File: config.mk
export PLATFORM = sky130hd
export DESIGN_NAME = bram_rd_arb_flat
export DESIGN_NICKNAME = d
export VERILOG_FILES = /design/src/rtl/bram_pkg.sv /design/src/rtl/bram_rd_arb_if.sv /design/src/rtl/bram_rd_arb_rr_pick.sv /design/src/rtl/bram_rd_arb.sv /design/src/flat_wrapper.sv
export SDC_FILE = /design/constraint.sdc
export NUM_CORES = 1
export LEC_CHECK = 0
export BUFFER_PORTS_ARGS = -buffer_cell sky130_fd_sc_hd__buf_2
export CORE_AREA = 2 2 57 59
export DETAILED_ROUTE_END_ITERATION = 6
export DIE_AREA = 0 0 59 61
export PLACE_DENSITY_LB_ADDON = 0.12
export REMOVE_ABC_BUFFERS = 1
export SLEW_MARGIN = 20
export SYNTH_ARGS = -nofsm -noshare
export SYNTH_HDL_FRONTEND = slang
export SYNTH_HIERARCHICAL = 1
export SYNTH_SLANG_ARGS = --single-unit
File: constraint.sdc
create_clock -name clk -period 4.8 [get_ports clk]
set_clock_uncertainty 0.15 [all_clocks]
set_input_delay 0 -clock clk [delete_from_list [all_inputs] [get_ports clk]]
set_output_delay 0 -clock clk [all_outputs]
set_load 0.05 [all_outputs]
File: src/rtl/bram_pkg.sv
// Shared constants for the BRAM read arbiter slice, plus a one-hot to index
// encoder used by the round-robin picker.
package bram_pkg;

    localparam int AW    = 5;
    localparam int DW    = 13;
    localparam int DEPTH = 32;

    // OR-encoder: only meaningful for a one-hot (or all-zero) vector
    function automatic int unsigned onehot_to_idx(input logic [7:0] oh);
        int unsigned idx;
        idx = 32'd0;
        for (int unsigned i = 0; i < 8; i++) begin
            if (oh[i]) begin
                idx = idx | i;
            end else begin
                idx = idx;
            end
        end
        return idx;
    endfunction

endpackage

File: src/rtl/bram_rd_arb_if.sv
// Requester-side bus of the BRAM read arbiter: request/address in,
// one-hot grant plus registered response out.
interface bram_rd_arb_if
    import bram_pkg::*;
#(
    parameter int NREQ = 4,
    parameter int AW   = bram_pkg::AW,
    parameter int DW   = bram_pkg::DW
);

    logic [NREQ-1:0]    req;
    logic [NREQ*AW-1:0] req_addr;
    logic [NREQ-1:0]    gnt;
    logic [NREQ-1:0]    rsp_valid;
    logic [DW-1:0]      rsp_data;

    modport master (
        output req,
        output req_addr,
        input  gnt,
        input  rsp_valid,
        input  rsp_data
    );

    modport slave (
        input  req,
        input  req_addr,
        output gnt,
        output rsp_valid,
        output rsp_data
    );

endinterface

File: src/rtl/bram_rd_arb_rr_pick.sv
// Round-robin picker: first asserted request at or after last_gnt+1, wrapping
// modulo NREQ. Pure combinational.
module rr_pick
    import bram_pkg::*;
#(
    parameter int NREQ = 4,
    parameter int IW   = (NREQ > 1) ? $clog2(NREQ) : 1
) (
    input  logic [NREQ-1:0] req,
    input  logic [IW-1:0]   last_gnt,
    output logic [NREQ-1:0] pick,
    output logic [IW-1:0]   pick_idx
);

    logic [IW-1:0] idx_s;
    logic          found_s;

    // walk the NREQ candidates in priority order, keep the first hit
    always_comb begin
        pick    = '0;
        found_s = 1'b0;
        idx_s   = last_gnt;
        for (int k = 0; k < NREQ; k++) begin
            if (idx_s == IW'(NREQ - 1)) begin
                idx_s = '0;
            end else begin
                idx_s = idx_s + IW'(1);
            end
            if (!found_s && req[idx_s]) begin
                pick[idx_s] = 1'b1;
                found_s     = 1'b1;
            end else begin
                found_s = found_s;
            end
        end
    end

    assign pick_idx = IW'(onehot_to_idx(8'(pick)));

endmodule

File: src/rtl/bram_rd_arb.sv
// Round-robin arbiter sharing one BRAM read port among NREQ requesters, with
// read-after-write stall when the winner's address is being written.
module bram_rd_arb
    import bram_pkg::*;
#(
    parameter int NREQ = 4,
    parameter int AW   = bram_pkg::AW,
    parameter int DW   = bram_pkg::DW
) (
    input  logic                clk,
    input  logic                rst_n,
    bram_rd_arb_if.slave        bus,
    input  logic                wr_en,
    input  logic [AW-1:0]       wr_addr,
    input  logic [DW-1:0]       wr_data,
    output logic                ram_rd_en,
    output logic [AW-1:0]       ram_rd_addr,
    input  logic [DW-1:0]       ram_rd_data
);

    localparam int IW = (NREQ > 1) ? $clog2(NREQ) : 1;

    logic [IW-1:0]   last_gnt_r;
    logic [NREQ-1:0] rsp_valid_r;
    logic [15:0]     hit_cnt_r;

    logic [NREQ-1:0] pick_s;
    logic [IW-1:0]   pick_idx_s;
    logic [AW-1:0]   win_addr_s;
    logic            hazard_s;
    logic [NREQ-1:0] gnt_s;
    logic            unused_wr_data_s;

    rr_pick #(
        .NREQ (NREQ),
        .IW   (IW)
    ) u_rr_pick (
        .req      (bus.req),
        .last_gnt (last_gnt_r),
        .pick     (pick_s),
        .pick_idx (pick_idx_s)
    );

    // address of the would-be winner; AND-OR mux so it is 0 with no pick
    always_comb begin
        win_addr_s = '0;
        for (int i = 0; i < NREQ; i++) begin
            if (pick_s[i]) begin
                win_addr_s = win_addr_s | bus.req_addr[i*AW +: AW];
            end else begin
                win_addr_s = win_addr_s;
            end
        end
    end

    // a stalled winner keeps last_gnt, so it stays first in line next cycle
    always_comb begin
        hazard_s = 1'b0;
        gnt_s    = '0;
        if (wr_en && (|pick_s) && (wr_addr == win_addr_s)) begin
            hazard_s = 1'b1;
        end else begin
            hazard_s = 1'b0;
        end
        if (rst_n && !hazard_s) begin
            gnt_s = pick_s;
        end else begin
            gnt_s = '0;
        end
    end

    assign bus.gnt       = gnt_s;
    assign ram_rd_en     = |gnt_s;
    assign ram_rd_addr   = ram_rd_en ? win_addr_s : '0;
    assign bus.rsp_valid = rsp_valid_r;
    assign bus.rsp_data  = ram_rd_data;

    // write data only matters to the RAM itself; hazards compare addresses
    assign unused_wr_data_s = ^wr_data;

    // arbitration state, response strobe and stall counter
    always_ff @(posedge clk or negedge rst_n) begin
        if (!rst_n) begin
            last_gnt_r  <= IW'(NREQ - 1);
            rsp_valid_r <= '0;
            hit_cnt_r   <= 16'd0;
        end else begin
            rsp_valid_r <= gnt_s;
            if (|gnt_s) begin
                last_gnt_r <= pick_idx_s;
            end else begin
                last_gnt_r <= last_gnt_r;
            end
            if (hazard_s) begin
                hit_cnt_r <= hit_cnt_r + 16'd1;
            end else begin
                hit_cnt_r <= hit_cnt_r;
            end
        end
    end

endmodule

File: src/flat_wrapper.sv
// flat-port wrapper written by rule: the top's interface ports become plain ports
module bram_rd_arb_flat import bram_pkg::*;
#(
    parameter int NREQ = 4,
    parameter int AW   = bram_pkg::AW,
    parameter int DW   = bram_pkg::DW
)
  (clk, rst_n, wr_en, wr_addr, wr_data, ram_rd_en, ram_rd_addr, ram_rd_data, bus_req, bus_req_addr, bus_gnt, bus_rsp_valid, bus_rsp_data);
  bram_rd_arb_if #(.NREQ(NREQ), .AW(AW), .DW(DW)) bus_i ();
  input  logic clk;
  input  logic rst_n;
  input  logic wr_en;
  input  logic [AW-1:0] wr_addr;
  input  logic [DW-1:0] wr_data;
  output logic ram_rd_en;
  output logic [AW-1:0] ram_rd_addr;
  input  logic [DW-1:0] ram_rd_data;
  input wire logic [$bits(bus_i.req)-1:0] bus_req;
  input wire logic [$bits(bus_i.req_addr)-1:0] bus_req_addr;
  output wire logic [$bits(bus_i.gnt)-1:0] bus_gnt;
  output wire logic [$bits(bus_i.rsp_valid)-1:0] bus_rsp_valid;
  output wire logic [$bits(bus_i.rsp_data)-1:0] bus_rsp_data;
  assign bus_i.req = bus_req;
  assign bus_i.req_addr = bus_req_addr;
  assign bus_gnt = bus_i.gnt;
  assign bus_rsp_valid = bus_i.rsp_valid;
  assign bus_rsp_data = bus_i.rsp_data;
  bram_rd_arb #(.NREQ(NREQ), .AW(AW), .DW(DW)) u_core (.clk(clk), .rst_n(rst_n), .bus(bus_i), .wr_en(wr_en), .wr_addr(wr_addr), .wr_data(wr_data), .ram_rd_en(ram_rd_en), .ram_rd_addr(ram_rd_addr), .ram_rd_data(ram_rd_data));
endmodule
==> flow_summary.toml <==
[sta]
drv_slew = 0
rsz0062_at_grt = "false"
hold_violations = 0
whs_ns = 0.0670
worst_pin_slew_ns = 0.538
min_period_ns = 4.58
fin_crit_sh_pct = 95.4
max_freq_ghz = 0.218
relSlewSlack_pct = 64.0
setup-violations-final = 0
final.setup.tns_ns = 0

[drt]
via_per_inst = 6.00
drt_iter0_markers = 34
totalWireLength_mm = 3.69
drtPass1Iterations = 4
final_antenna_net_count = 0
num_vias = 1283
avgRoutedWirePerCell_um = 17.2
remaining_drc_errors = 0

[finish]
nFillCells = 301
antenna_cells = 0
multiInputGateArea_um2 = 888
final_cells = 214
nets = 248
drive_gt1_share_pct = 40.3
fin_area_um2 = 1510
area_delta_synth_final_pct = 28.2
seqCellArea_um2 = 153

[placed_design]
hpwl_mm = 2.68
dp_cells = 193
gp_congestion = 0.850
dpl_cell_area_um2 = 1310
portBuffers = 45

[status]
status = "completed"

[logic_synthesis]
synth_edf_count = 0
synth_area_leader_cell = "buf_4"
ys_types = 45
ys.flop_type = "dfrtp_1"
synth-seq-cells = 6
synth_common_cells = "buf_4 (14), a22oi_1 (11), ha_1 (8)"
synth_most_common_cell = "buf_4"
yosys_warnings = 6
synth_area_um2 = 1180
syn_inst = 133
synthArstFlopShare_pct = 100
yosysSeqAreaShare_pct = 12.9
synth_top_cell_area_share_pct = 8.91
synth_area_leaders = "buf_4 (8.9%), dfrtp_1 (8.5%), ha_1 (8.5%), a22oi_1 (7.0%), dfstp_2 (4.5%)"
syn-mean-instance-area_um2 = 8.87

[global_route]
antenna_found_initial = 0
grt_max_degree = 12
track_usage_pct = 21.0
grt.overflow.total = 0
grt_pass1_wl_mm = 5.75
grt_pass1_vias = 1214

[cts]
cts.path.max_buffers = 2
htree_levels = 1
clk_latency_ns = 0.24
cts_root_buffer = "clkbuf_4"
cts_tree = "built"
path_clk_slew_ns = 0.04
cts_inserted_buffers = 3
clock-sinks = 6

[worst_hold_path]
hp-class = "in2reg"

[floorplan]
fp.dieH_um = 61
rows = 20
pin_count = 85
start_util_pct = 40.0
die_area_um2 = 3600
fp.dieW_um = 59
fp.coreArea_um2 = 2950

[pwr]
total_power_mw = 1.34
cellInternalPower_mw = 0.538
ir_drop_mv = 0.362
clockPowerShare_pct = 3.8
power_frac_seq_pct = 8.3
combPwrFrac_pct = 87.9
switching_share_pct = 59.9
p_switching_mw = 0.802
leakage_nw = 0.691
powerDensity_nw_per_um2 = 886

[worst_setup_path]
critical_path_class = "reg2out"
crit_path_start_kind = "register"
crit_buf_inv = 3
critPathMaxFanout = 11
cp_data_required_time_ns = 4.65
critical-path-top-delay-family = "compound AO/OA/AOI/OAI gates"
worst_path_largest_cell_delay_ns = 0.65
cp_slowest_cell = "dfstp_2"
arrival_ns = 4.43
end_kind = "output port"
cp_cell_sequence = "inv_1 > ha_1 > inv_2 > mux4_2 > a22o_1 > a221o_2 > a22oi_1 > a21oi_1 > nor4_4 > and3_4 > and3b_1 > buf_2"

[job]
max_cap_violations = 0
[final timing paths]
| path | cells after the start | end | slack [ns] | from |
|---|---|---|---|---|
| max | 12 | bus_gnt[2] | 0.22 | u_core/last_gnt_r[0] |
| min | 5 | u_core/last_gnt_r[1] | 0.07 | wr_addr[1] |
| max reg2reg | 11 | u_core/bus.rsp_valid[1] | 0.56 | u_core/last_gnt_r[0] |
| min reg2reg | 2 | u_core/last_gnt_r[1] | 0.42 | u_core/last_gnt_r[1] |
| max in group asynchronous | 3 | u_core/bus.rsp_valid[1] | 3.71 | rst_n |
| min in group asynchronous | 2 | u_core/last_gnt_r[1] | 0.17 | rst_n |
[layer usage]
layer,global-route usage [%],part of all wire [%],vias to the layer above
met5,0,0,-
met4,7.47,0.33,0
met3,2.77,3.6,2
met2,37.0,51,34
met1,26.4,45,630
li1,-,-,617
[stage by stage]
stage	setup WS (ns)	utilization [%]
CTS	0.00326	50.7
detailed placement	0.194	44.3
finish	0.222	51.2
floorplan	0.152	-
global route	0.00463	51.2
global placement	0.328	44.3
[flip-flops by register name, indices dropped and copies added, names as in the netlist]
signal and flops:
u_core/bus.rsp_valid 4, u_core/last_gnt_r 2
[worst min-delay path, delay by kind of cell]
| family | cells | cell delay (ns) |
|---|---|---|
| buffers and inverters | 1 | 0.11 |
| AND/OR/NAND/NOR | 2 | 0.16 |
| AO/OA/AOI/OAI | 2 | 0.17 |
[power by group through the flow]
stage | sequential (mW) | combinational (mW) | clock, mW
2_1_floorplan | 0.160 | 0.832 | 0
3_5_place_dp | 0.111 | 1.12 | 0
5_1_grt | 0.117 | 1.26 | 0.0573
3_3_place_gp | 0.111 | 1.09 | 0
4_1_cts | 0.112 | 1.15 | 0.0543
6_report | 0.111 | 1.18 | 0.0512
[cells by family after synthesis]
family | share of synthesized area [%]
buffers and inverters | 12.6
muxes | 3.82
and+or+nand+nor | 30.1
adders and majority gates | 8.48
DFF | 12.9
AOI/OAI and AO/OA | 32.0
[cell type report]
| cell class | instances | area share, % |
|---|---|---|
| clock buffers | 4 | 1.74 |
| well taps | 33 | 2.73 |
| flip-flops and latches | 6 | 10.1 |
| inverters | 3 | 0.744 |
| multi-input cells | 106 | 58.7 |
| repair buffers | 62 | 26.0 |
[timing repair]
action | CTS | global route
hold buffers | 16 | 0
pin swaps | 0 | 1
endpoints found under the hold margin | 21 | 0
gates resized for setup | 1 | 5
setup endpoints to repair | 4 | 10
setup buffers | 0 | 1
[layout by cell type, fill, tap and decap left out, drive strengths merged, types with 3 or more instances in the layout]
master / Yosys / final
a211oi: 5 / 5
a21oi: 8 / 8
a221o: 5 / 5
a22o: 6 / 6
a22oi: 11 / 11
a2bb2oi: 3 / 3
and3: 5 / 5
and3b: 4 / 4
buf: 18 / 46
clkbuf: 0 / 4
dfrtp: 4 / 4
dlygate4sd3: 0 / 16
ha: 8 / 8
inv: 3 / 3
nand2: 5 / 5
nand2b: 4 / 4
nand3b: 3 / 3
nor2: 3 / 3
nor2b: 4 / 4
nor4: 3 / 3
o21ai: 5 / 5
or3: 3 / 3
(Power assumes the default switching activity.)
